<file path="src/rtl/serial_tx_port.sv">
// TileLink-UL responder that queues bytes written to TXDATA and drains them
// onto a byte-wide valid/ready serial output with an optional inter-byte gap.

package serial_tx_port_pkg;
  typedef struct packed {
    logic [2:0]  a_opcode;
    logic [2:0]  a_param;
    logic [2:0]  a_size;
    logic [7:0]  a_source;
    logic [31:0] a_address;
    logic [3:0]  a_mask;
    logic [31:0] a_data;
    logic        a_valid;
    logic        a_ready;
  } tilelink_a;

  typedef struct packed {
    logic [2:0]  d_opcode;
    logic [1:0]  d_param;
    logic [2:0]  d_size;
    logic [7:0]  d_source;
    logic        d_sink;
    logic [31:0] d_data;
    logic        d_error;
    logic        d_valid;
    logic        d_ready;
  } tilelink_d;
endpackage

module serial_tx_port
  import serial_tx_port_pkg::*;
#(
  parameter logic [31:0] addr_mask = 32'hF0000000,
  parameter logic [31:0] addr_tag  = 32'hE0000000,
  parameter int          depth     = 16,
  parameter int          byte_gap  = 0
) (
  input  logic       clock,
  input  logic       reset_n,
  input  tilelink_a  tick_tla,
  output tilelink_d  bus_tld,
  input  logic       serial_ready,
  output logic       serial_valid,
  output logic [7:0] serial_data
);

  localparam int AW = $clog2(depth);
  localparam int CW = AW + 1;
  localparam logic [CW-1:0] DEPTH_C = CW'(depth);

  logic [7:0]    r_mem [depth];
  logic [AW-1:0] r_wr_ptr, r_rd_ptr;
  logic [CW-1:0] r_count;
  logic [7:0]    r_gap;
  tilelink_d     r_d;

  tilelink_d w_d_nxt;
  logic      w_hit, w_sel_status, w_full, w_empty;
  logic      w_put, w_get, w_push, w_pop;
  logic [8:0] w_cnt_ext;
  logic      w_unused;

  assign w_unused = ^{tick_tla.a_param, tick_tla.a_ready,
                      tick_tla.a_mask[3:1], tick_tla.a_data[31:8]};

  assign w_hit        = tick_tla.a_valid && ((tick_tla.a_address & addr_mask) == addr_tag);
  assign w_sel_status = tick_tla.a_address[2];
  assign w_full       = (r_count == DEPTH_C);
  assign w_empty      = (r_count == '0);
  assign w_put        = (tick_tla.a_opcode == 3'd0) || (tick_tla.a_opcode == 3'd1);
  assign w_get        = (tick_tla.a_opcode == 3'd4);
  // Full is judged on the start-of-cycle count, so a same-cycle pop never frees a slot.
  assign w_push       = w_hit && w_put && !w_sel_status && tick_tla.a_mask[0] && !w_full;
  assign w_cnt_ext    = 9'(r_count);

  assign serial_valid = !w_empty && (r_gap == 8'd0);
  assign serial_data  = serial_valid ? r_mem[r_rd_ptr] : 8'h00;
  assign w_pop        = serial_valid && serial_ready;
  assign bus_tld      = r_d;

  always_comb begin
    w_d_nxt = '0;
    if (w_hit) begin
      w_d_nxt.d_valid  = 1'b1;
      w_d_nxt.d_ready  = 1'b1;
      w_d_nxt.d_source = tick_tla.a_source;
      w_d_nxt.d_size   = tick_tla.a_size;
      if (w_get) begin
        w_d_nxt.d_opcode = 3'd1;
        if (w_sel_status)
          w_d_nxt.d_data = {16'h0000, w_cnt_ext[7:0], 6'b0, w_empty, w_full};
      end else if (w_put) begin
        w_d_nxt.d_error = !w_sel_status && tick_tla.a_mask[0] && w_full;
      end else begin
        w_d_nxt.d_error = 1'b1;
      end
    end
  end

  always_ff @(posedge clock) begin
    if (w_push) r_mem[r_wr_ptr] <= tick_tla.a_data[7:0];
  end

  always_ff @(posedge clock or negedge reset_n) begin
    if (!reset_n) begin
      r_wr_ptr <= '0;
      r_rd_ptr <= '0;
      r_count  <= '0;
      r_gap    <= 8'd0;
      r_d      <= '0;
    end else begin
      if (w_push) r_wr_ptr <= r_wr_ptr + AW'(1);
      if (w_pop)  r_rd_ptr <= r_rd_ptr + AW'(1);
      case ({w_push, w_pop})
        2'b10:   r_count <= r_count + CW'(1);
        2'b01:   r_count <= r_count - CW'(1);
        default: r_count <= r_count;
      endcase
      if (w_pop)                r_gap <= 8'(byte_gap);
      else if (r_gap != 8'd0)   r_gap <= r_gap - 8'd1;
      r_d <= w_d_nxt;
    end
  end

endmodule

</file>
<file path="config.mk">
export PLATFORM = sky130hd
export DESIGN_NAME = serial_tx_port
export DESIGN_NICKNAME = d
export VERILOG_FILES = /design/src/rtl/serial_tx_port.sv
export SDC_FILE = /design/constraint.sdc
export NUM_CORES = 1
export LEC_CHECK = 0
export CAP_MARGIN = 20
export CORE_MARGIN = 4
export CORE_UTILIZATION = 45
export DETAILED_ROUTE_END_ITERATION = 6
export GPL_ROUTABILITY_DRIVEN = 0
export PLACE_DENSITY = 0.72
export REMOVE_ABC_BUFFERS = 1
export SYNTH_ARGS = -nofsm -noshare
export SYNTH_HDL_FRONTEND = slang
export SYNTH_SLANG_ARGS = --single-unit
export TNS_END_PERCENT = 50
</file>
<file path="constraint.sdc">
create_clock -name clock -period 3.3 [get_ports clock]
set_input_delay 0.495 -clock clock [delete_from_list [all_inputs] [get_ports clock]]
set_output_delay 0.495 -clock clock [all_outputs]
set_load 0.01 [all_outputs]
</file>
==> flow_summary_export.csv, run 1 <==
group,metric,value,unit
outcome,outcome,"complete, no violations",
drt,drtAntennaViolNets,0,
worst_setup_path,critPathLaunch,"r_rd_ptr[1]$_DFFE_PN0N_",
worst_setup_path,cp_top_family,"buffers and inverters",
worst_setup_path,r2r-start,"r_gap[0]$_DFFE_PN0P_",
yosys,ys_seq_elements,170,
timing,max_slew_margin,39.4,%
timing,rsz0062_at_grt,"false",
clocking,cts_buffer_depth,2,
global_route,grt_max_degree,43,
worst_setup_path,critPathMaxStageDelay,0.65,ns
power_and_ir_drop,max-vdd-ir-drop,0.403,mV
worst_setup_path,reg2reg_depth,12,
clocking,numCtsBuffers,17,
worst_setup_path,r2r_slack,0.36,ns
timing,setup_viol,0,
worst_setup_path,cp.arrival,2.69,ns
timing,fin_tns_setup,0,ns
worst_setup_path,criticalPathCategory,"flop to output port",
yosys,ys_seq_area_share,68.9,%
yosys,postSynthCellCount,417,
power_and_ir_drop,power_leakage,3.20,nW
floorplanning,initial_utilization,46.4,%
yosys,synth_cell_type_count,48,
worst_setup_path,path_buf_inv,2,
drt,drt_iter0_drc,349,
worst_setup_path,end_kind,"output port",
final_layout,area_growth,21.1,%
final_layout,utilization,56.2,%
global_route,first_global_vias,3873,
worst_setup_path,path_cells,"buf_4, mux4_2, mux2i_1, o22ai_1, clkdlybuf4s50_1",
job,drv_cap,0,
min_path,worst_hold_path_type,"input port to asynchronous set/reset pin",
timing,tightest_slew,0.909,ns
floorplanning,io_pins,151,
timing,max_freq,0.314,GHz
drt,firstDrtPassIters,5,
clocking,cts_tree,"yes",
drt,wl,13600,microns
drt,drc,0,
place,placed_area,0.00798,sq mm
power_and_ir_drop,powerDensity,705,mW/mm^2
final_layout,final_nets,607,
timing,hold_viol_final,0,
yosys,synth_warnings,0,
clocking,clkLatencyLatePin,0.42,ns
floorplanning,rows,45,
floorplanning,core,0.0153,sq mm
worst_setup_path,worstReg2RegEnd,"r_count[4]$_DFFE_PN0P_",
drt,routedWlPerCell,18.6,microns
worst_setup_path,cp_slowest_cell,"dfrtp_4",
final_layout,design_area,0.00860,sq mm
worst_setup_path,worst_ep_required_time,2.80,ns
yosys,synth_area,0.00711,sq mm
floorplanning,dieArea,0.0179,sq mm
floorplanning,chipHeight,134,microns
clocking,cts-root-buf,"clkbuf_16",
drt,viasPerCell,5.19,
timing,finClkSkew,0.00835,ns
final_layout,drive_gt1_share,20.3,%
clocking,clkSinkCount,170,
clocking,holdBufCountCts,0,
clocking,cts_htree_levels,4,
global_route,grt_overflow,0,
place,portBuffers,62,
global_route,antenna_found_initial,0,
worst_setup_path,critPathMaxFanout,18,
timing,finalCritPeriodShare,96.5,%
yosys,avgSynthCellArea,17.0,sq um
worst_setup_path,crit_path_start_kind,"flop",
floorplanning,die_w,134,microns
drt,dr_total_vias,3783,
place,dp_hpwl,8950,microns
timing,slew_viol_final,0,
global_route,track_usage,15.8,%
clocking,clk_pin_slew_worst_paths,0.06,ns
yosys,synth_edf_count,128,
yosys,synthFlopType,"edfxtp_1",
final_layout,antenna_cells,0,
timing,period_minus_slack,3.18,ns
yosys,synthArstFlopShare,24.7,%
global_route,grt_pass1_wl,21100,microns
cell usage after synthesis, types with 2 or more instances:
cell type / count / area (sq um)
a211oi_1: 4 / 30.0
edfxtp_1: 128 / 3840
nand2b_1: 3 / 18.8
nand4b_1: 2 / 17.5
a21oi_1: 3 / 15.0
inv_1: 10 / 37.5
mux4_2: 32 / 721
xnor2_1: 10 / 87.6
nand4_1: 10 / 62.6
and2_1: 11 / 68.8
buf_6: 2 / 22.5
mux2_2: 2 / 22.5
buf_2: 5 / 25.0
xor2_1: 6 / 52.6
nand2_1: 7 / 26.3
nor2_1: 24 / 90.1
mux2i_1: 14 / 140
buf_1: 3 / 11.3
o22ai_1: 7 / 43.8
nor3_1: 9 / 45.0
a21o_1: 3 / 22.5
and3_1: 3 / 18.8
clkbuf_1: 5 / 18.8
dfrtp_1: 42 / 1050
buf_4: 34 / 255
ha_1: 10 / 125
nor2b_1: 4 / 25.0
nand3_1: 3 / 15.0
nor4_4: 2 / 42.5
worst max path at each step:
stage | cells past startpoint | slack, ns | end
after floorplan | 4 | 0.29 | serial_data[2]
after detailed placement | 10 | 0.29 | r_count[4]$_DFFE_PN0P_
after global placement | 10 | 0.39 | r_count[4]$_DFFE_PN0P_
final | 5 | 0.12 | serial_data[7]
after global routing | 7 | 0.0008 | serial_data[5]
after CTS | 5 | 0.04 | serial_data[4]
cell usage in the layout, fill, tap and decap left out, drive strengths merged, types with 2 or more instances in the layout:
cell type	synthesis	final
dfrtp	42	42
a211oi	4	4
nor3	10	10
clkdlybuf4s50	0	61
a21oi	3	3
nor4	3	3
xnor2	10	10
and2	11	11
nand2b	3	3
and3	3	3
bufinv	0	2
nand2	8	8
nor2b	4	4
o22ai	7	7
inv	10	18
nand4b	2	2
nand4	10	10
mux2i	14	14
mux2	3	3
buf	44	30
and3b	2	2
nor2	24	24
xor2	6	6
mux4	32	32
clkbuf	5	17
nand3	4	4
edfxtp	128	128
conb	1	30
clkinv	0	2
a21o	3	3
ha	10	10
where the power goes:
group	switching, W	internal (W)
Combinational	0.000690	0.000870
Clock	0.000831	0.00113
Sequential	0.000175	0.00237
sequential cells by signal, summed over array words and instances, names as in the netlist:
name      cells
r_count       5
r_mem       128
r_gap         8
r_rd_ptr      4
r_wr_ptr      4
bus_tld      21
per-stage QoR:
stage | hold slack [ns] | std cells | total power, W | setup slack (ns)
2_1_floorplan | 0.199 | 397 | 0.00352 | 0.290
3_3_place_gp | 0.494 | 696 | 0.00410 | 0.395
3_5_place_dp | 0.507 | 696 | 0.00415 | 0.291
4_1_cts | 0.226 | 726 | 0.00611 | 0.0403
5_1_grt | 0.276 | 729 | 0.00634 | 0.000798
6_report | 0.202 | 729 | 0.00606 | 0.117
cell type report:
type	instances	area (sq um)
Clock buffer	17	425
Clock inverter	13	156
Tap cell	211	264
Inverter	10	37.5
Sequential cell	170	4900
Fill cell	1171	6710
Timing Repair Buffer	91	862
Multi-Input combinational cell	217	1960
what timing repair did:
action	CTS	global route
resized for setup	2	2
pin swaps	0	0
setup buffers	0	3
setup endpoints to repair	6	7
per-layer routing:
metal / up-vias / GRT usage, % / wire [microns]
li1: 1709 / - / -
met1: 1939 / 19.4 / 5520
met2: 115 / 26.8 / 7020
met3: 20 / 3.93 / 748
met4: 0 / 6.40 / 268
met5: - / 0 / 0
cells by family after synthesis:
| family | after synthesis | share of synthesized area, % |
|---|---|---|
| AO/OA/AOI/OAI | 22 | 2.04 |
| XOR/XNOR | 16 | 1.97 |
| adder cells (fa/ha/maj) | 10 | 1.76 |
| buffers and inverters | 59 | 5.21 |
| flip-flops | 170 | 68.9 |
| multiplexers | 49 | 12.6 |
| other | 1 | 0.0528 |
| AND/OR/NAND/NOR | 90 | 7.45 |
Note: power is estimated with default switching activity, not from simulation.
==> run 2, diff against run 1 <==
- SLEW_MARGIN: unset -> 20
==> results of run 2 <==
No change in the layout: final DEF, timing and power equal those of run 1.
